**src/rtl/cnn_accel_pkg.sv**
```systemverilog
// rtl/cnn_accel_pkg.sv - shared types and defaults for the CNN accelerator tile controllers
package cnn_accel_pkg;

    localparam int unsigned OTC_CW     = 16;
    localparam int unsigned OTC_TO_W   = 24;
    localparam logic [23:0] OTC_TO_MAX = 24'hFF_FFFF;

    typedef enum logic [2:0] {
        IDLE,
        LD,
        LD_W,
        CV,
        CV_W,
        ST,
        ST_W,
        FIN
    } otc_state_t;

    // Issue states last one cycle and always lead into their wait state.
    function automatic logic otc_is_issue(input otc_state_t s);
        return (s == LD) || (s == CV) || (s == ST);
    endfunction

    function automatic logic otc_is_wait(input otc_state_t s);
        return (s == LD_W) || (s == CV_W) || (s == ST_W);
    endfunction

endpackage

```
**src/rtl/out_fm_tile_ctrl_if.sv**
```systemverilog
// rtl/out_fm_tile_ctrl_if.sv - layer-controller and datapath handshake bundle for out_fm_tile_ctrl
interface out_fm_tile_ctrl_if import cnn_accel_pkg::*; #(
    parameter int unsigned CW = OTC_CW
);

    logic          start;
    logic [CW-1:0] out_tile_num;
    logic [CW-1:0] in_tile_num;
    logic          skip_ld;
    logic          busy;
    logic          done;
    logic          timeout;
    logic [CW-1:0] out_tile_idx;
    logic [CW-1:0] in_tile_idx;
    logic          out_fm_ld_start;
    logic          out_fm_ld_done;
    logic          conv_start;
    logic          conv_done;
    logic          out_fm_st_start;
    logic          out_fm_st_done;

    // Controller side: takes commands and done pulses, issues start pulses.
    modport slave (
        input  start, out_tile_num, in_tile_num, skip_ld,
        input  out_fm_ld_done, conv_done, out_fm_st_done,
        output busy, done, timeout, out_tile_idx, in_tile_idx,
        output out_fm_ld_start, conv_start, out_fm_st_start
    );

    modport master (
        output start, out_tile_num, in_tile_num, skip_ld,
        output out_fm_ld_done, conv_done, out_fm_st_done,
        input  busy, done, timeout, out_tile_idx, in_tile_idx,
        input  out_fm_ld_start, conv_start, out_fm_st_start
    );

endinterface

```
**src/rtl/phase_watchdog.sv**
```systemverilog
// rtl/phase_watchdog.sv - saturating per-phase stall counter with expire flag
module phase_watchdog import cnn_accel_pkg::*; #(
    parameter int unsigned   W     = OTC_TO_W,
    parameter logic [W-1:0]  LIMIT = W'(OTC_TO_MAX)
) (
    input  logic clk,
    input  logic rst,
    input  logic clear_i,
    input  logic run_i,
    output logic expire_o
);

    // LIMIT must be at least 1; expire fires on the edge where the count would reach LIMIT.
    localparam logic [W-1:0] LAST = LIMIT - W'(1);

    logic [W-1:0] cnt_q, cnt_d;

    always_comb begin
        cnt_d = cnt_q;
        if (clear_i) begin
            cnt_d = '0;
        end else if (run_i && (cnt_q != LIMIT)) begin
            cnt_d = cnt_q + W'(1);
        end
    end

    always_ff @(posedge clk or negedge rst) begin
        if (!rst) begin
            cnt_q <= '0;
        end else begin
            cnt_q <= cnt_d;
        end
    end

    assign expire_o = run_i && !clear_i && (cnt_q >= LAST);

endmodule

```
**src/rtl/out_fm_tile_ctrl.sv**
```systemverilog
// rtl/out_fm_tile_ctrl.sv - output-tile sequencer: load, per-input-tile conv passes, store, with watchdog
module out_fm_tile_ctrl import cnn_accel_pkg::*; #(
    parameter int unsigned      CW     = OTC_CW,
    parameter int unsigned      TO_W   = OTC_TO_W,
    parameter logic [TO_W-1:0]  TO_MAX = TO_W'(OTC_TO_MAX)
) (
    input  logic                 clk,
    input  logic                 rst,
    out_fm_tile_ctrl_if.slave    bus
);

    otc_state_t    state_q, state_d;
    logic [CW-1:0] out_num_q, out_num_d;
    logic [CW-1:0] in_num_q, in_num_d;
    logic          skip_q, skip_d;
    logic [CW-1:0] out_idx_q, out_idx_d;
    logic [CW-1:0] in_idx_q, in_idx_d;
    logic          timeout_q, timeout_d;
    logic          busy_q, done_q;
    logic          ld_start_q, conv_start_q, st_start_q;
    logic [CW-1:0] in_last, out_last;
    logic          wd_expire;

    // Only reachable from wait states, which require both counts to be non-zero.
    assign in_last  = in_num_q - CW'(1);
    assign out_last = out_num_q - CW'(1);

    phase_watchdog #(
        .W     (TO_W),
        .LIMIT (TO_MAX)
    ) u_watchdog (
        .clk      (clk),
        .rst      (rst),
        .clear_i  (otc_is_issue(state_q)),
        .run_i    (otc_is_wait(state_q)),
        .expire_o (wd_expire)
    );

    always_comb begin
        state_d   = state_q;
        out_num_d = out_num_q;
        in_num_d  = in_num_q;
        skip_d    = skip_q;
        out_idx_d = out_idx_q;
        in_idx_d  = in_idx_q;
        timeout_d = timeout_q;

        case (state_q)
            IDLE: begin
                if (bus.start) begin
                    out_num_d = bus.out_tile_num;
                    in_num_d  = bus.in_tile_num;
                    skip_d    = bus.skip_ld;
                    out_idx_d = '0;
                    in_idx_d  = '0;
                    timeout_d = 1'b0;
                    if ((bus.out_tile_num == '0) || (bus.in_tile_num == '0)) begin
                        state_d = FIN;
                    end else begin
                        state_d = bus.skip_ld ? CV : LD;
                    end
                end
            end
            LD: state_d = LD_W;
            CV: state_d = CV_W;
            ST: state_d = ST_W;
            LD_W: begin
                if (bus.out_fm_ld_done) begin
                    state_d = CV;
                end else if (wd_expire) begin
                    state_d   = IDLE;
                    timeout_d = 1'b1;
                end
            end
            CV_W: begin
                if (bus.conv_done) begin
                    if (in_idx_q == in_last) begin
                        state_d = ST;
                    end else begin
                        in_idx_d = in_idx_q + CW'(1);
                        state_d  = CV;
                    end
                end else if (wd_expire) begin
                    state_d   = IDLE;
                    timeout_d = 1'b1;
                end
            end
            ST_W: begin
                if (bus.out_fm_st_done) begin
                    if (out_idx_q == out_last) begin
                        state_d = FIN;
                    end else begin
                        out_idx_d = out_idx_q + CW'(1);
                        in_idx_d  = '0;
                        state_d   = skip_q ? CV : LD;
                    end
                end else if (wd_expire) begin
                    state_d   = IDLE;
                    timeout_d = 1'b1;
                end
            end
            FIN:     state_d = IDLE;
            default: state_d = IDLE;
        endcase
    end

    // Outputs are registered from the next state so they line up with state_q.
    always_ff @(posedge clk or negedge rst) begin
        if (!rst) begin
            state_q      <= IDLE;
            out_num_q    <= '0;
            in_num_q     <= '0;
            skip_q       <= 1'b0;
            out_idx_q    <= '0;
            in_idx_q     <= '0;
            timeout_q    <= 1'b0;
            busy_q       <= 1'b0;
            done_q       <= 1'b0;
            ld_start_q   <= 1'b0;
            conv_start_q <= 1'b0;
            st_start_q   <= 1'b0;
        end else begin
            state_q      <= state_d;
            out_num_q    <= out_num_d;
            in_num_q     <= in_num_d;
            skip_q       <= skip_d;
            out_idx_q    <= out_idx_d;
            in_idx_q     <= in_idx_d;
            timeout_q    <= timeout_d;
            busy_q       <= (state_d != IDLE) && (state_d != FIN);
            done_q       <= (state_d == FIN);
            ld_start_q   <= (state_d == LD);
            conv_start_q <= (state_d == CV);
            st_start_q   <= (state_d == ST);
        end
    end

    assign bus.busy            = busy_q;
    assign bus.done            = done_q;
    assign bus.timeout         = timeout_q;
    assign bus.out_tile_idx    = out_idx_q;
    assign bus.in_tile_idx     = in_idx_q;
    assign bus.out_fm_ld_start = ld_start_q;
    assign bus.conv_start      = conv_start_q;
    assign bus.out_fm_st_start = st_start_q;

endmodule
```
**src/flat_wrapper.sv**
```systemverilog
// flat-port wrapper written by rule: the top's interface ports become plain ports
module out_fm_tile_ctrl_flat import cnn_accel_pkg::*;
#(
    parameter int unsigned      CW     = OTC_CW,
    parameter int unsigned      TO_W   = OTC_TO_W,
    parameter logic [TO_W-1:0]  TO_MAX = TO_W'(OTC_TO_MAX)
)
  (clk, rst, bus_start, bus_out_tile_num, bus_in_tile_num, bus_skip_ld, bus_out_fm_ld_done, bus_conv_done, bus_out_fm_st_done, bus_busy, bus_done, bus_timeout, bus_out_tile_idx, bus_in_tile_idx, bus_out_fm_ld_start, bus_conv_start, bus_out_fm_st_start);
  out_fm_tile_ctrl_if #(.CW(CW)) bus_i ();
  input  logic clk;
  input  logic rst;
  input wire logic [$bits(bus_i.start)-1:0] bus_start;
  input wire logic [$bits(bus_i.out_tile_num)-1:0] bus_out_tile_num;
  input wire logic [$bits(bus_i.in_tile_num)-1:0] bus_in_tile_num;
  input wire logic [$bits(bus_i.skip_ld)-1:0] bus_skip_ld;
  input wire logic [$bits(bus_i.out_fm_ld_done)-1:0] bus_out_fm_ld_done;
  input wire logic [$bits(bus_i.conv_done)-1:0] bus_conv_done;
  input wire logic [$bits(bus_i.out_fm_st_done)-1:0] bus_out_fm_st_done;
  output wire logic [$bits(bus_i.busy)-1:0] bus_busy;
  output wire logic [$bits(bus_i.done)-1:0] bus_done;
  output wire logic [$bits(bus_i.timeout)-1:0] bus_timeout;
  output wire logic [$bits(bus_i.out_tile_idx)-1:0] bus_out_tile_idx;
  output wire logic [$bits(bus_i.in_tile_idx)-1:0] bus_in_tile_idx;
  output wire logic [$bits(bus_i.out_fm_ld_start)-1:0] bus_out_fm_ld_start;
  output wire logic [$bits(bus_i.conv_start)-1:0] bus_conv_start;
  output wire logic [$bits(bus_i.out_fm_st_start)-1:0] bus_out_fm_st_start;
  assign bus_i.start = bus_start;
  assign bus_i.out_tile_num = bus_out_tile_num;
  assign bus_i.in_tile_num = bus_in_tile_num;
  assign bus_i.skip_ld = bus_skip_ld;
  assign bus_i.out_fm_ld_done = bus_out_fm_ld_done;
  assign bus_i.conv_done = bus_conv_done;
  assign bus_i.out_fm_st_done = bus_out_fm_st_done;
  assign bus_busy = bus_i.busy;
  assign bus_done = bus_i.done;
  assign bus_timeout = bus_i.timeout;
  assign bus_out_tile_idx = bus_i.out_tile_idx;
  assign bus_in_tile_idx = bus_i.in_tile_idx;
  assign bus_out_fm_ld_start = bus_i.out_fm_ld_start;
  assign bus_conv_start = bus_i.conv_start;
  assign bus_out_fm_st_start = bus_i.out_fm_st_start;
  out_fm_tile_ctrl #(.CW(CW), .TO_W(TO_W), .TO_MAX(TO_MAX)) u_core (.clk(clk), .rst(rst), .bus(bus_i));
endmodule
```
**config.mk**
```make
export PLATFORM = sky130hd
export DESIGN_NAME = out_fm_tile_ctrl_flat
export DESIGN_NICKNAME = d
export VERILOG_FILES = /design/src/rtl/cnn_accel_pkg.sv /design/src/rtl/out_fm_tile_ctrl_if.sv /design/src/rtl/phase_watchdog.sv /design/src/rtl/out_fm_tile_ctrl.sv /design/src/flat_wrapper.sv
export SDC_FILE = /design/constraint.sdc
export NUM_CORES = 1
export LEC_CHECK = 0
export ABC_AREA = 0
export CORE_MARGIN = 1.5
export CORE_UTILIZATION = 56
export DETAILED_ROUTE_END_ITERATION = 10
export GPL_TIMING_DRIVEN = 0
export MAX_ROUTING_LAYER = met4
export PLACE_DENSITY = 0.92
export RECOVER_POWER = 100
export SYNTH_ARGS = -nofsm -noshare
export SYNTH_HDL_FRONTEND = slang
export SYNTH_SLANG_ARGS = --single-unit
```
**constraint.sdc**
```tcl
create_clock -name clk -period 4.3 [get_ports clk]
set_input_delay 0.43 -clock clk [delete_from_list [all_inputs] [get_ports clk]]
set_output_delay 0.43 -clock clk [all_outputs]
set_load 0.03 [all_outputs]
```
==> reports/results.txt, run 1 <==
mean area per synthesized cell: 8.72 µm²
initial drt markers: 436
Synth area leader: sky130_fd_sc_hd__dfrtp_1
total of buffers placed on input and output ports: 76
final critical-path share of the clock period: 91.2%
total I/O pin count: 77
largest driver fanout on the critical path: 10
total power consumption of the routed design: 3650 µW
maximum clock skew at final layout: 0.0113 ns
TNS Setup: 0 ns
leakage dissipation: 0.00305 µW
areal power density over the cells: 521 nW/µm²
Clk Tree Root Cell: sky130_fd_sc_hd__clkbuf_8
unrepaired setup endpoints after global routing: false
Netlist Area Pre-Place: 5890 µm²
maximum operating frequency: 255 MHz
total CTS buffers: 9
Die Area: 11100 µm²
buffers from clock root to sink, at most: 2
r2r worst-path depth: 11
result of the run: complete, but fails checks
DPL Wire Length: 11700 µm
first-pass GRT wire length: 26400 µm
FF+latch count, synth: 98
number of enable flip-flop cells after synthesis: 0
vertical die dimension: 106 µm
antenna cells: 0
pin count of the biggest net entering global routing: 72
effective utilization at floorplan: 57.3%
final design utilization: 68.2%
placer congestion estimate: 0.899
Critical Path AT: 4.18 ns
Total Wirelength: 16100 µm
number of levels in the clock H-tree: 3
number of search-and-repair iterations in the first detailed-routing pass: 6
Area growth, synth to finish: 19.1%
post-route minimum period: 3.92 ns
total global routing track utilization: 30.3%
transition time at the pin with the least slew margin: 1.71 ns
Most used DFF post-synth: sky130_fd_sc_hd__dfrtp_1
remaining number of nets flagged by the antenna check after routing: 0
number of nets in the layout: 810
via count of the first global-routing pass: 5542
top cell type's share of synthesized area: 41.7%
Critical Path Start Type: flop
Skew-Pair Late Insertion Delay: 0.38 ns
final-report hold violation count: 0
number of warning messages in the yosys log: 0
Worst Hold Depth: 2
nature of the critical path endpoint: flop
number of inserted filler cells in the final layout: 826
final setup slack of the worst path: 0.380 ns
share of async-settable or async-resettable flops after synthesis: 100%
number of clock sinks seen by CTS: 98
reported max-cap violation count: 2
share of cells above drive strength 1: 6.10%
number of library cell types mapped by synthesis: 69
# DRC: 0
worst-case vdd ir drop: 0.357 mV
setup slack, reg-to-reg: 0.38 ns
Core Box Area: 10300 µm²
net count after synthesis: 720
cells taking the most area after synthesis: sky130_fd_sc_hd__dfrtp_1 (42%), sky130_fd_sc_hd__nand2_1 (8.2%), sky130_fd_sc_hd__xor2_1 (4.9%)
number of instances resized during post-cts repair: 0
Max Slew Vio Count: 101
worst setup path class: flop to flop
final count of negative-setup-slack endpoints: 0
wire length per cell: 17.8 µm
vias per inst: 6.22
Placement Setup Slack: 0.752 ns
clock tree from TritonCTS: yes
clock-pin slew of the registers on the worst-case setup and hold paths: 0.10 ns
total congestion overflow after global routing: 0
number of antenna violations at the first check in global routing: 0
required time reported for the critical path endpoint: 4.56 ns
share of the yosys chip area belonging to registers: 41.7%
Std-Cell Rows: 37
tightest slew margin relative to the limit: -14.2%
number of standard cells after synthesis: 675
Die W: 106 µm
hold slack: 0.527 ns
worst min path class: flop to flop
via total after detailed routing: 5632
violated checks: capacitance limit, slew limit
==> sequential cells by signal, summed over array words and instances, names as in the netlist <==
register,count
u_core.bus.out_fm_st_start,1
u_core.bus.out_tile_idx,16
u_core.state_q,3
u_core.u_watchdog.cnt_q,24
u_core.in_num_q,16
u_core.bus.conv_start,1
u_core.out_num_q,16
u_core.bus.timeout,1
u_core.skip_q,1
u_core.bus.in_tile_idx,16
u_core.bus.busy,1
u_core.bus.out_fm_ld_start,1
u_core.bus.done,1
==> final timing paths <==
kind	to	from
setup reg to reg	u_core.bus.in_tile_idx[1]$_DFFE_PN0P_	u_core.out_num_q[0]$_DFFE_PN0P_
setup / recovery	u_core.bus.in_tile_idx[1]$_DFFE_PN0P_	u_core.out_num_q[0]$_DFFE_PN0P_
min in group asynchronous	u_core.in_num_q[13]$_DFFE_PN0P_	rst
hold / removal	u_core.bus.timeout$_DFFE_PN0P_	u_core.bus.timeout$_DFFE_PN0P_
max in group asynchronous	u_core.u_watchdog.cnt_q[3]$_DFFE_PN0P_	rst
hold reg to reg	u_core.bus.timeout$_DFFE_PN0P_	u_core.bus.timeout$_DFFE_PN0P_
==> cells in the final DEF, fill, tap and decap left out, types with 11 or more instances in the layout <==
cell                              count
sky130_fd_sc_hd__clkbuf_8            12
sky130_fd_sc_hd__o21ai_0             21
sky130_fd_sc_hd__nor2_1              61
sky130_fd_sc_hd__clkbuf_1            20
sky130_fd_sc_hd__nor4_1              15
sky130_fd_sc_hd__nand2_1            128
sky130_fd_sc_hd__xnor2_1             31
sky130_fd_sc_hd__clkdlybuf4s50_1     37
sky130_fd_sc_hd__inv_1               15
sky130_fd_sc_hd__dfrtp_1             98
sky130_fd_sc_hd__a21oi_1             26
sky130_fd_sc_hd__nand4_1             17
sky130_fd_sc_hd__xor2_1              33
sky130_fd_sc_hd__nand3_1             31
sky130_fd_sc_hd__o31ai_1             19
sky130_fd_sc_hd__nor3_1              19
sky130_fd_sc_hd__and3_1              11
sky130_fd_sc_hd__or4_1               19
sky130_fd_sc_hd__dlygate4sd3_1       39
==> synthesized netlist by cell type (all sizes together) (2+ instances only) <==
master   instances
o22ai            3
a31oi            6
o2111ai          5
nand2          129
and3            11
a21o             2
a211oi           4
inv             15
clkbuf          15
mux2             2
xor2            33
a21boi           3
nor2b            6
or3b             4
nor3            19
buf             13
or4             24
nor4b            2
ha               6
nand2b           3
o21ai           22
and4             2
and3b            3
nor2            61
or4b             2
nor4            15
a21oi           27
dfrtp           98
xnor2           31
mux2i            4
nand3b           4
o31ai           19
nand4           17
and2             5
nand3           31
a2bb2oi          2
or3             12
==> critical path, cell delays in order (launching register included) <==
cell,delay (ns)
sky130_fd_sc_hd__dfrtp_1,0.46
sky130_fd_sc_hd__inv_1,0.10
sky130_fd_sc_hd__ha_1,0.21
sky130_fd_sc_hd__or4b_1,0.57
sky130_fd_sc_hd__nor3_1,0.28
sky130_fd_sc_hd__xnor2_1,0.09
sky130_fd_sc_hd__or4_2,0.61
sky130_fd_sc_hd__o41a_1,0.60
sky130_fd_sc_hd__a21oi_4,0.31
sky130_fd_sc_hd__buf_6,0.20
sky130_fd_sc_hd__nand2_4,0.07
sky130_fd_sc_hd__mux2_1,0.32
==> cell families (layout without fill, tap and decap cells) <==
family / count (synthesis) / in the layout / synth area share, %
flops: 98 / 98 / 41.7
mux: 6 / 6 / 1.19
simple gates: 353 / 353 / 30.2
buf+inv: 43 / 138 / 3.89
xor+xnor: 64 / 64 / 9.52
fa+ha+maj: 6 / 6 / 1.28
compound gates: 105 / 105 / 12.2
==> where the power goes <==
group	internal [µW]	switching (µW)	total (µW)
combinational	656	971	1630
clock	292	347	639
sequential	1120	267	1380
total	2070	1580	3650
==> repair_timing <==
item,in CTS,in global routing
buffers inserted,0,0
endpoints found under the hold margin,27,0
hold buffers,1,0
==> per-layer routing <==
layer  vias to the layer above  global-route usage [%]  share of wire, %
met3                        55                    4.02               7.3
met2                       285                    47.2                49
met5                         -                       -                 0
met4                         0                    12.0               2.4
li1                       2594                       -                 -
met1                      2698                    40.5                42
==> final cells by class <==
class                   instances  area, µm²  area share, %
repair buffers                 79        773           11.0
multi-input cells             534       3180           45.4
well taps                     136        170           2.43
inverters                      15       56.3          0.803
plain buffers                  28        169           2.41
clock buffers                  10        138           1.96
flip-flops and latches         98       2450           35.0
clock inverters                 6       72.6           1.04
==> metrics by stage <==
step	std cells	cell area [µm²]
after floorplan	675	5890
after global placement	887	6820
after detailed placement	888	6840
after CTS	905	7060
after global routing	906	7010
final	906	7010
(Power assumes the default switching activity.)
==> run 2, diff against run 1 <==
--- a/config.mk
+++ b/config.mk
@@ -13,6 +13,7 @@
 export MAX_ROUTING_LAYER = met4
 export PLACE_DENSITY = 0.92
 export RECOVER_POWER = 100
+export SKIP_CTS_REPAIR_TIMING = 1
 export SYNTH_ARGS = -nofsm -noshare
 export SYNTH_HDL_FRONTEND = slang
 export SYNTH_SLANG_ARGS = --single-unit
==> run 2 against run 1 <==
Effect of this change:
- the flow still finishes with violations (capacitance limit, slew limit)
- via count is 0.14% lower
- critical path depth stayed put
- die area stayed put
- wire length is 0.24% higher
- total power hardly changed
- sequential power hardly changed
- sequential share of layout area is 0.050 points higher
- design area is 0.14% lower
- setup slack worse by 0.073 ns
- largest cell class unchanged
- largest power group unchanged
==> reports/results.txt, run 2 (synthesis results as in run 1) <==
result of the run: complete, but fails checks
violated checks: capacitance limit, slew limit
hold slack: 0.403 ns (-0.124 ns)
maximum operating frequency: 250 MHz (-1.8%)
Clk Tree Root Cell: sky130_fd_sc_hd__clkbuf_8
total of buffers placed on input and output ports: 76 (unchanged)
final instance area: 7000 µm² (-0.14%)
# DRC: 0 (unchanged)
number of antenna violations at the first check in global routing: 0 (unchanged)
via count of the first global-routing pass: 5534 (-0.14%)
pin count of the biggest net entering global routing: 72 (unchanged)
Placement Setup Slack: 0.752 ns (unchanged)
Std-Cell Rows: 37 (unchanged)
transition time at the pin with the least slew margin: 1.72 ns (+0.0100 ns)
Total Wirelength: 16200 µm (+0.24%)
Skew-Pair Late Insertion Delay: 0.38 ns (about the same)
initial drt markers: 414 (-5.0%)
maximum single-stage delay on the critical path: 0.61 ns (about the same)
max reg flops: 24 (unchanged)
number of clock sinks seen by CTS: 98 (unchanged)
standard cell with the maximum stage delay on the critical path: sky130_fd_sc_hd__or4_2
buffers from clock root to sink, at most: 2 (unchanged)
TNS Setup: 0 ns (unchanged)
worst setup path class: flop to flop
vias per inst: 6.21 (about the same)
reported max-cap violation count: 2 (unchanged)
Die W: 106 µm (unchanged)
final critical-path share of the clock period: 92.8% (+1.7 points)
area post-placement: 6840 µm² (unchanged)
clock tree from TritonCTS: yes
unrepaired setup endpoints after global routing: false
total global routing track utilization: 30.3% (about the same)
number of search-and-repair iterations in the first detailed-routing pass: 5 (-1)
Core Box Area: 10300 µm² (unchanged)
required time reported for the critical path endpoint: 4.56 ns (about the same)
endpoint of the most critical register-to-register path: u_core.bus.in_tile_idx[1]$_DFFE_PN0P_
post-route minimum period: 3.99 ns (+0.0728 ns)
nature of the critical path endpoint: flop
via total after detailed routing: 5624 (-0.14%)
cell breakdown of the critical path: inv_1 > ha_1 > or4b_1 > nor3_1 > xnor2_1 > or4_2 > o41a_1 > a21oi_4 > buf_6 > nand2_4 > mux2_1
worst min path class: input pin to async pin
share of cells above drive strength 1: 6.11% (+0.0079 points)
final count of negative-setup-slack endpoints: 0 (unchanged)
Area growth, synth to finish: 18.9%
Critical Path Start Type: flop
top library cells by usage in the layout, fill and taps aside: sky130_fd_sc_hd__nand2_1 (128), sky130_fd_sc_hd__dfrtp_1 (98), sky130_fd_sc_hd__nor2_1 (61)
placer congestion estimate: 0.899 (unchanged)
worst-case vdd ir drop: 0.358 mV (+0.44%)
Max Slew Vio Count: 101 (unchanged)
final-report hold violation count: 0 (unchanged)
DPL Wire Length: 11700 µm (unchanged)
Die Area: 11100 µm² (unchanged)
most common cell after layout, fill and taps aside: sky130_fd_sc_hd__nand2_1
clock-pin slew of the registers on the worst-case setup and hold paths: 0.11 ns (about the same)
leakage dissipation: 0.00305 µW (-0.14%)
total I/O pin count: 77 (unchanged)
vertical die dimension: 106 µm (unchanged)
first-pass GRT wire length: 26400 µm (about the same)
total congestion overflow after global routing: 0 (unchanged)
total power consumption of the routed design: 3650 µW (about the same)
largest driver fanout on the critical path: 10 (unchanged)
final setup slack of the worst path: 0.308 ns (-0.0728 ns)
number of levels in the clock H-tree: 3 (unchanged)
effective utilization at floorplan: 57.3% (unchanged)
maximum clock skew at final layout: 0.0142 ns (+0.00283 ns)
setup slack, reg-to-reg: 0.31 ns (-0.07 ns)
Critical Path AT: 4.26 ns (+0.08 ns)
tightest slew margin relative to the limit: -14.9% (-0.67 points)
r2r worst-path depth: 11 (unchanged)
total CTS buffers: 9 (unchanged)
register containing the most flip-flops in the final layout: u_core.u_watchdog.cnt_q
wire length per cell: 17.9 µm (+0.35%)
remaining number of nets flagged by the antenna check after routing: 0 (unchanged)
number of nets in the layout: 809 (-0.12%)
areal power density over the cells: 522 nW/µm² (+0.23%)
antenna cells: 0 (unchanged)
critical register-to-register path startpoint: u_core.out_num_q[0]$_DFFE_PN0P_
## run 2: worst max-delay path: cells and delay by family, from the launching register on
kind | cells | cell delay, ns
AO/OA/AOI/OAI | 2 | 0.92
multiplexers | 1 | 0.32
AND/OR/NAND/NOR | 4 | 1.56
buffers and inverters | 2 | 0.30
adder cells (fa/ha/maj) | 1 | 0.21
XOR/XNOR | 1 | 0.09
flip-flops | 1 | 0.47
## run 2: worst max path at each step
| stage | endpoint | slack [ns] | cells past startpoint | start |
|---|---|---|---|---|
| detailed placement | u_core.bus.in_tile_idx[13]$_DFFE_PN0P_ | 0.75 | 11 | u_core.in_num_q[0]$_DFFE_PN0P_ |
| global route | u_core.bus.in_tile_idx[1]$_DFFE_PN0P_ | 0.27 | 11 | u_core.out_num_q[0]$_DFFE_PN0P_ |
| CTS | u_core.bus.in_tile_idx[13]$_DFFE_PN0P_ | 0.71 | 11 | u_core.in_num_q[0]$_DFFE_PN0P_ |
| finish | u_core.bus.in_tile_idx[1]$_DFFE_PN0P_ | 0.31 | 11 | u_core.out_num_q[0]$_DFFE_PN0P_ |
| floorplan | u_core.bus.in_tile_idx[13]$_DFFE_PN0P_ | 1.09 | 11 | u_core.in_num_q[0]$_DFFE_PN0P_ |
| global placement | u_core.u_watchdog.cnt_q[15]$_DFFE_PN0P_ | -0.66 | 1 | rst |
## run 2: per-stage QoR
stage / util, % / cells
floorplan: - / 675
global placement: 66.3 / 887
detailed placement: 66.6 / 888
CTS: 68.6 / 904
global route: 68.1 / 905
finish: 68.1 / 905
## run 2: layout make-up
class,count,area [µm²]
plain buffers,28,169
clock buffers,10,138
clock inverters,6,72.6
fillers,828,3280
inverters,15,56.3
multi-input cells,534,3180
flip-flops and latches,98,2450
well taps,136,170
repair buffers,78,763
## run 2: routing by layer
metal	track usage, %	share of wire, %
met1	40.5	42
met5	-	0
met2	47.2	49
met4	12.0	2.4
met3	4.02	7.1
## run 2: where the power goes
group | internal (µW) | switching [µW]
Combinational | 655 | 971
Clock | 292 | 349
Sequential | 1120 | 269
